### config.mk
export PLATFORM = sky130hd
export DESIGN_NAME = serial_adder
export DESIGN_NICKNAME = d
export VERILOG_FILES = /design/src/rtl/serial_adder.sv
export SDC_FILE = /design/constraint.sdc
export NUM_CORES = 1
export LEC_CHECK = 0
export ABC_CLOCK_PERIOD_IN_PS = 6400
export CORE_AREA = 2 2 62 64
export DETAILED_ROUTE_END_ITERATION = 10
export DIE_AREA = 0 0 64 66
export PLACE_DENSITY = 0.76
export SLEW_MARGIN = 0
export SYNTH_ARGS = -nofsm -noshare
export SYNTH_HDL_FRONTEND = slang
export SYNTH_HIERARCHICAL = 1
export SYNTH_SLANG_ARGS = --single-unit
### constraint.sdc
create_clock -name clk -period 6.4 [get_ports clk]
set_input_delay 0.96 -clock clk [delete_from_list [all_inputs] [get_ports clk]]
set_output_delay 0.96 -clock clk [all_outputs]
set_load 0.05 [all_outputs]
### src/rtl/serial_adder.sv
// Digit-serial adder/subtractor: one DIGIT-wide ripple slice is reused WIDTH/DIGIT times,
// with a registered carry between digits and valid/ready handshakes on both sides.

module serial_adder_fa (
  input  logic a,
  input  logic b,
  input  logic ci,
  output logic s,
  output logic co
);
  assign s  = a ^ b ^ ci;
  assign co = (a & b) | (ci & (a ^ b));
endmodule

module serial_adder_slice #(
  parameter int DIGIT = 1
) (
  input  logic [DIGIT-1:0] a,
  input  logic [DIGIT-1:0] b,
  input  logic             cin,
  output logic [DIGIT-1:0] s,
  output logic             c_msb,
  output logic             cout
);
  // Each bit's carry-in is taken from the previous bit's block, giving a plain ripple chain.
  for (genvar g = 0; g < DIGIT; g++) begin : g_bit
    logic ci;
    logic co;
    if (g == 0) begin : g_first
      assign ci = cin;
    end else begin : g_next
      assign ci = g_bit[g-1].co;
    end
    serial_adder_fa u_fa (
      .a  (a[g]),
      .b  (b[g]),
      .ci (ci),
      .s  (s[g]),
      .co (co)
    );
  end

  assign c_msb = g_bit[DIGIT-1].ci;
  assign cout  = g_bit[DIGIT-1].co;
endmodule

module serial_adder #(
  parameter int WIDTH = 8,
  parameter int DIGIT = 1
) (
  input  logic             clk,
  input  logic             rst_n,
  input  logic [WIDTH-1:0] A,
  input  logic [WIDTH-1:0] B,
  input  logic             C_in,
  input  logic             Sub,
  input  logic             in_valid,
  output logic             in_ready,
  output logic [WIDTH-1:0] Sum,
  output logic             C_out,
  output logic             Overflow,
  output logic             out_valid,
  input  logic             out_ready
);
  localparam int N  = WIDTH / DIGIT;
  localparam int CW = (N > 1) ? $clog2(N) : 1;
  localparam logic [CW-1:0] LAST = CW'(N - 1);

  if (DIGIT < 1 || DIGIT > WIDTH || (WIDTH % DIGIT) != 0) begin : g_bad_param
    $error("serial_adder: DIGIT must divide WIDTH and lie in 1..WIDTH");
  end

  typedef enum logic [1:0] {IDLE, BUSY, DONE} state_e;

  state_e           state_q, state_d;
  logic [CW-1:0]    cnt_q, cnt_d;
  logic [WIDTH-1:0] a_q, a_d;
  logic [WIDTH-1:0] b_q, b_d;
  logic             carry_q, carry_d;
  logic [WIDTH-1:0] sum_q, sum_d;
  logic             c_out_q, c_out_d;
  logic             ovf_q, ovf_d;

  logic [DIGIT-1:0] a_dig, b_dig, s_dig;
  logic             c_msb, c_dig;

  always_comb begin
    a_dig = '0;
    b_dig = '0;
    for (int i = 0; i < N; i++) begin
      if (cnt_q == CW'(i)) begin
        a_dig = a_q[i*DIGIT +: DIGIT];
        b_dig = b_q[i*DIGIT +: DIGIT];
      end
    end
  end

  serial_adder_slice #(.DIGIT(DIGIT)) u_slice (
    .a     (a_dig),
    .b     (b_dig),
    .cin   (carry_q),
    .s     (s_dig),
    .c_msb (c_msb),
    .cout  (c_dig)
  );

  always_comb begin
    state_d = state_q;
    cnt_d   = cnt_q;
    a_d     = a_q;
    b_d     = b_q;
    carry_d = carry_q;
    sum_d   = sum_q;
    c_out_d = c_out_q;
    ovf_d   = ovf_q;
    case (state_q)
      IDLE: begin
        if (in_valid) begin
          // Subtraction is folded in here: invert B and the carry once, then always add.
          a_d     = A;
          b_d     = B ^ {WIDTH{Sub}};
          carry_d = C_in ^ Sub;
          sum_d   = '0;
          cnt_d   = '0;
          state_d = BUSY;
        end
      end
      BUSY: begin
        for (int i = 0; i < N; i++) begin
          if (cnt_q == CW'(i)) sum_d[i*DIGIT +: DIGIT] = s_dig;
        end
        carry_d = c_dig;
        cnt_d   = cnt_q + CW'(1);
        if (cnt_q == LAST) begin
          c_out_d = c_dig;
          ovf_d   = c_msb ^ c_dig;
          cnt_d   = '0;
          state_d = DONE;
        end
      end
      DONE: begin
        if (out_ready) state_d = IDLE;
      end
      default: state_d = IDLE;
    endcase
  end

  always_ff @(posedge clk) begin
    if (!rst_n) begin
      state_q <= IDLE;
      cnt_q   <= '0;
      a_q     <= '0;
      b_q     <= '0;
      carry_q <= 1'b0;
      sum_q   <= '0;
      c_out_q <= 1'b0;
      ovf_q   <= 1'b0;
    end else begin
      state_q <= state_d;
      cnt_q   <= cnt_d;
      a_q     <= a_d;
      b_q     <= b_d;
      carry_q <= carry_d;
      sum_q   <= sum_d;
      c_out_q <= c_out_d;
      ovf_q   <= ovf_d;
    end
  end

  assign in_ready  = (state_q == IDLE);
  assign out_valid = (state_q == DONE);
  assign Sum       = sum_q;
  assign C_out     = c_out_q;
  assign Overflow  = ovf_q;
endmodule
==> results of run 1 <==
-- final cells by class --
cell class,instances,area (µm²)
clock inverter,2,10.0
inverter,8,30.0
sequential,32,641
timing repair buffer,34,338
tap,48,60.1
clock buffer,6,51.3
fill,313,1450
multi-input combinational,145,976
-- per-layer routing --
metal,up-vias,track usage,share of wire
li1,750,-,-
met1,696,0.242,0.46
met2,39,0.319,0.47
met3,6,0.0647,0.062
met4,0,0.0734,0.016
met5,-,0,0
-- metrics by stage --
stage           util  instance area, µm²  instances
6_report       0.593                2110        275
5_1_grt        0.593                2110        275
4_1_cts        0.593                2110        275
3_5_place_dp   0.576                2040        267
3_3_place_gp   0.576                2040        267
2_1_floorplan      -                1730        202
-- state kept, by name, summed over array words and instances (netlist names) --
name,cells
Sum,8
Overflow,1
carry_q,1
state_q,2
a_q,8
C_out,1
cnt_q,3
b_q,8
-- worst max-delay path by stage --
stage	start	end	cells past startpoint
global placement	cnt_q[2]$_SDFFE_PN0P_	Sum[3]$_SDFFE_PN0P_	8
finish	cnt_q[2]$_SDFFE_PN0P_	Sum[4]$_SDFFE_PN0P_	8
global route	cnt_q[2]$_SDFFE_PN0P_	Sum[4]$_SDFFE_PN0P_	8
CTS	cnt_q[2]$_SDFFE_PN0P_	Sum[4]$_SDFFE_PN0P_	8
floorplan	cnt_q[2]$_SDFFE_PN0P_	Sum[7]$_SDFFE_PN0P_	10
detailed placement	cnt_q[2]$_SDFFE_PN0P_	Sum[3]$_SDFFE_PN0P_	8
-- critical path: stages (launching register included) --
cell       delay (ps)
dfxtp_1           680
inv_1             170
ha_1              340
nor2b_1           180
a2111oi_1         560
a221oi_2          130
fa_1              690
nand4_1           140
a21boi_1          170
-- cell usage in the layout (no fill, tap or decap), drive strengths merged, types with 3 or more instances in the layout --
| cell | n |
|---|---|
| clkbuf | 6 |
| nor3 | 4 |
| dfxtp | 32 |
| a21oi | 8 |
| a221oi | 4 |
| and2 | 3 |
| clkdlybuf4s50 | 33 |
| nand3b | 4 |
| o211a | 8 |
| a21boi | 18 |
| xnor2 | 8 |
| o21ai | 5 |
| inv | 8 |
| nand2 | 37 |
| ha | 6 |
| nand3 | 7 |
| a2111oi | 4 |
| nor2b | 7 |
| nand4 | 4 |
| o211ai | 3 |
-- power groups by stage --
| stage | combinational [W] | sequential [W] | clock, W |
|---|---|---|---|
| floorplan | 0.0000583 | 0.000224 | 0 |
| global placement | 0.0000853 | 0.000222 | 0 |
| detailed placement | 0.0000865 | 0.000222 | 0 |
| CTS | 0.0000864 | 0.000218 | 0.000124 |
| global route | 0.0000954 | 0.000219 | 0.000138 |
| finish | 0.0000860 | 0.000218 | 0.000123 |
-- kinds of logic after synthesis --
family,share of synthesized area
AOI/OAI and AO/OA,0.246
buffers and inverters,0.0687
adders and majority gates,0.0550
and+or+nand+nor,0.210
DFF,0.370
xor gates and xnor gates,0.0506
==> out/metrics.yaml, run 1 <==
routing:
  detail_route.vias_per_cell: 5.42
  vias: 1491
  drc: 0
  drtPass1Iterations: 4
  postRouteAntennaNets: 0
  drt_wl_total_um: 3640
  routedWlPerCell_um: 13.2
  drt-initial-drc-count: 78
run_status:
  status: "finished, final reports clean"
setup_path:
  cp.arrival_ps: 3410
  crit_required_ps: 6670
  start_kind: "flip-flop"
  ff2ff_setup_slack_ps: 3260
  rr_worst_depth: 8
  crit_type: "reg -> reg"
  end_kind: "flip-flop"
  r2r-end: "Sum[4]$_SDFFE_PN0P_"
  critPathMaxFanout: 16
  r2r-start: "cnt_q[2]$_SDFFE_PN0P_"
clock_network:
  cts_root_buf: "clkbuf_4"
  cts_tree: "done"
  cts.sinks: 32
  clkLatencyLatePin_ps: 350
  post_cts_buffers: 0
  htreeDepth: 2
  postCtsResizedCells: 0
  clkTransAtPathRegs_ps: 90
  cts_buffer_depth: 2
  cts_made_buffers: 5
  cts_hold_buffers: 0
timing:
  rsz0062_at_grt: "no"
  period_needed_ps: 3140
  fin_crit_sh: 0.490
  setup_viol: 0
  timing.final.max_slew_violations: 0
  relSlewSlack: 0.371
  worst_slack_ps: 3260
  tightest_slew_ps: 940
  tns_ps: 0
  hold_viol_final: 0
  fin_hold_ws_ps: 460
  finalClockSkew_ps: 12.5
  fmax_mhz: 319
yosys:
  synth_largest_area_cell: "dfxtp_1"
  ys.flop_type: "dfxtp_1"
  syn-cell-area_um2: 1730
  synthCells: 202
  yosysUniqueCellTypes: 38
  synth_nets: 231
  synth-seq-cells: 32
  synth_commonest_cells: "37 x nand2_1, 32 x dfxtp_1, 17 x a21boi_1"
  async_reset_ff_frac: 0
  synth.most_common_cell: "nand2_1"
  synth_edf_count: 0
  synth_area_leaders: "dfxtp_1 37%, nand2_1 8.0%, a21boi_1 7.4%"
  yosys.area.top_type_share: 0.370
  yosysSeqAreaShare: 0.370
  ys_warn_count: 6
  synth.avg_cell_area_um2: 8.57
cells_and_area:
  area_growth_pct: 21.7
  diodes: 0
  fin_nets: 255
  drive_gt1_frac: 0.0573
floorplanning:
  die_h_um: 66
  io_pins: 34
  core_area_um2: 3550
  die_w_um: 64
  initial_core_util: 0.487
  die-area_um2: 4220
  rows: 22
place:
  pre_cts_slack_ps: 3300
  port-buffer-count: 33
  hpwl_um: 2560
  gp_congestion: 0.868
power:
  p_clk_frac: 0.289
  power.leakage_nw: 0.827
  p_total_w: 0.000427
  p_comb_frac: 0.202
  power.switching_w: 0.000124
  p_seq_frac: 0.510
  p_int_w: 0.000303
  pwr_density_cell_nw_per_um2: 203
  ir_drop_uv: 106
  swShare: 0.291
worst_hold_path:
  min_path_type: "reg -> reg"
  min_from: "a_q[2]$_SDFFE_PN0P_"
  whs_path_depth: 2
  hold_end: "a_q[2]$_SDFFE_PN0P_"
flow_run:
  max_cap_violations: 0
grt:
  grt_pass1_vias: 1387
  grt_start_max_net_pins: 33
  track_usage: 0.197
  grt_pass1_wl_um: 6330
  antenna_found_initial: 0
  overflow: 0
No activity file was read; power rests on OpenSTA's default activity.
==> run 2: changes to the inputs <==
- ABC_CLOCK_PERIOD_IN_PS: 6400 -> 2850
- CORE_AREA: 2 2 62 64 -> 2 2 65 67
- DIE_AREA: 0 0 64 66 -> 0 0 67 69
- PLACE_DENSITY: 0.76 -> 0.73
- clock period: 6.4 -> 2.85 ns (I/O delays scaled with it)
==> out/metrics.yaml, run 2 (synthesis gave the netlist of run 1 again) <==
cells_and_area:
  area_growth_pct: 26.2
  drive_gt1_frac: 0.0917
  diodes: 0
  fin_util: 0.558
  layout_commonest_cell: "nand2_1"
  n_fill_cell: 389
  layout_common_cells: "37 x nand2_1, 33 x clkdlybuf4s50_1, 32 x dfxtp_1"
  fin_nets: 258
power:
  swShare: 0.263
  p_int_w: 0.000784
  p_total_w: 0.00106
  power.leakage_nw: 0.851
  pwr_density_cell_nw_per_um2: 487
  p_clk_frac: 0.349
  p_comb_frac: 0.191
  power.switching_w: 0.000280
  p_seq_frac: 0.460
  ir_drop_uv: 253
floorplanning:
  initial_core_util: 0.442
  die_w_um: 67
  rows: 23
  core_area_um2: 3910
  die_h_um: 69
  die-area_um2: 4620
  io_pins: 34
routing:
  detail_route.vias_per_cell: 5.24
  drt-initial-drc-count: 132
  postRouteAntennaNets: 0
  drtPass1Iterations: 4
  vias: 1462
  routedWlPerCell_um: 13.5
  drt_wl_total_um: 3770
  drc: 0
timing:
  relSlewSlack: 0.341
  tightest_slew_ps: 985
  fmax_mhz: 375
  finalClockSkew_ps: 7.98
  fin_hold_ws_ps: 458
  fin_crit_sh: 0.935
  period_needed_ps: 2670
  timing.final.max_slew_violations: 0
  setup_viol: 0
  hold_viol_final: 0
clock_network:
  cts_made_buffers: 5
  clkLatencyLatePin_ps: 280
  cts_tree: "done"
  cts.sinks: 32
  cts_buffer_depth: 2
  cts_hold_buffers: 0
  clkTransAtPathRegs_ps: 70
  htreeDepth: 2
  cts_root_buf: "clkbuf_8"
setup_path:
  rr_worst_depth: 10
  crit_required_ps: 3010
  crit_type: "reg -> reg"
  ff2ff_setup_slack_ps: 180
  r2r-end: "Sum[2]$_SDFFE_PN0P_"
  r2r-start: "cnt_q[1]$_SDFFE_PN0P_"
  cp.arrival_ps: 2830
  critPathMaxFanout: 12
  end_kind: "flip-flop"
  start_kind: "flip-flop"
grt:
  grt_pass1_wl_um: 6490
  grt_pass1_vias: 1353
  grt_start_max_net_pins: 33
  overflow: 0
  track_usage: 0.181
  antenna_found_initial: 0
flow_run:
  max_cap_violations: 0
place:
  gp_congestion: 0.896
  port-buffer-count: 33
  hpwl_um: 2630
worst_hold_path:
  min_path_type: "reg -> reg"
  hold_end: "a_q[4]$_SDFFE_PN0P_"
  whs_path_depth: 2
  min_from: "a_q[4]$_SDFFE_PN0P_"
run_status:
  status: "finished, final reports clean"
## run 2: cell count changes in the layout (fill, tap and decap cells not counted), sizes merged
| cell | change |
|---|---|
| buf | +3 |
| clkinv | -2 |
| clkbuf | +1 |
## run 2: layout make-up
cell class                      instances  area, µm²  area share
Multi-Input combinational cell        145        993       0.455
Tap cell                               50       62.6      0.0287
Clock buffer                            7       96.3      0.0441
Inverter                                8       30.0      0.0138
Timing Repair Buffer                   37        360       0.165
Sequential cell                        32        641       0.293
## run 2: stage by stage
stage / worst slack [ps] / cell area, µm² / setup TNS [ps] / std cells
floorplan: 112 / 1730 / 0 / 202
global placement: 44.9 / 2060 / 0 / 271
detailed placement: 3.20 / 2060 / 0 / 271
CTS: 50.9 / 2160 / 0 / 278
global route: -6.29 / 2180 / -7.98 / 279
finish: 184 / 2180 / 0 / 279
## run 2: repair_timing
item | in CTS | in global routing
setup buffers | 0 | 1
endpoints found under the setup margin | 1 | 9
cloned | 0 | 0
gates resized for setup | 1 | 5
pin swaps | 0 | 2
## run 2: power groups by stage
stage	clock network, W	logic (W)	registers (W)
after floorplan	0	0.000131	0.000502
after global placement	0	0.000192	0.000498
after detailed placement	0	0.000195	0.000499
after CTS	0.000382	0.000196	0.000489
after global routing	0.000400	0.000221	0.000492
final	0.000371	0.000203	0.000489
## run 2: worst max-delay path by stage
stage,startpoint,to,cells after the start
global placement,cnt_q[1]$_SDFFE_PN0P_,Sum[3]$_SDFFE_PN0P_,9
floorplan,cnt_q[2]$_SDFFE_PN0P_,Sum[7]$_SDFFE_PN0P_,10
finish,cnt_q[1]$_SDFFE_PN0P_,Sum[2]$_SDFFE_PN0P_,10
detailed placement,cnt_q[1]$_SDFFE_PN0P_,Sum[3]$_SDFFE_PN0P_,9
global route,cnt_q[1]$_SDFFE_PN0P_,Sum[2]$_SDFFE_PN0P_,10
CTS,cnt_q[0]$_SDFFE_PN0P_,Sum[3]$_SDFFE_PN0P_,9
## run 2: worst max-delay path, cell delays in order (launching register included)
cell	delay, ps
dfxtp_1	330
inv_1	90
ha_2	310
a21oi_1	120
a2111oi_2	370
a2111oi_0	120
a221oi_1	330
fa_2	520
buf_4	170
nand4_1	90
a21boi_1	80
## run 2: metal layers
metal / vias to the layer above / wire, µm / track usage
met4: 0 / 57 / 0.0771
met3: 5 / 205 / 0.0620
met2: 40 / 1700 / 0.240
met5: - / 0 / 0
met1: 664 / 1810 / 0.263
li1: 753 / - / -
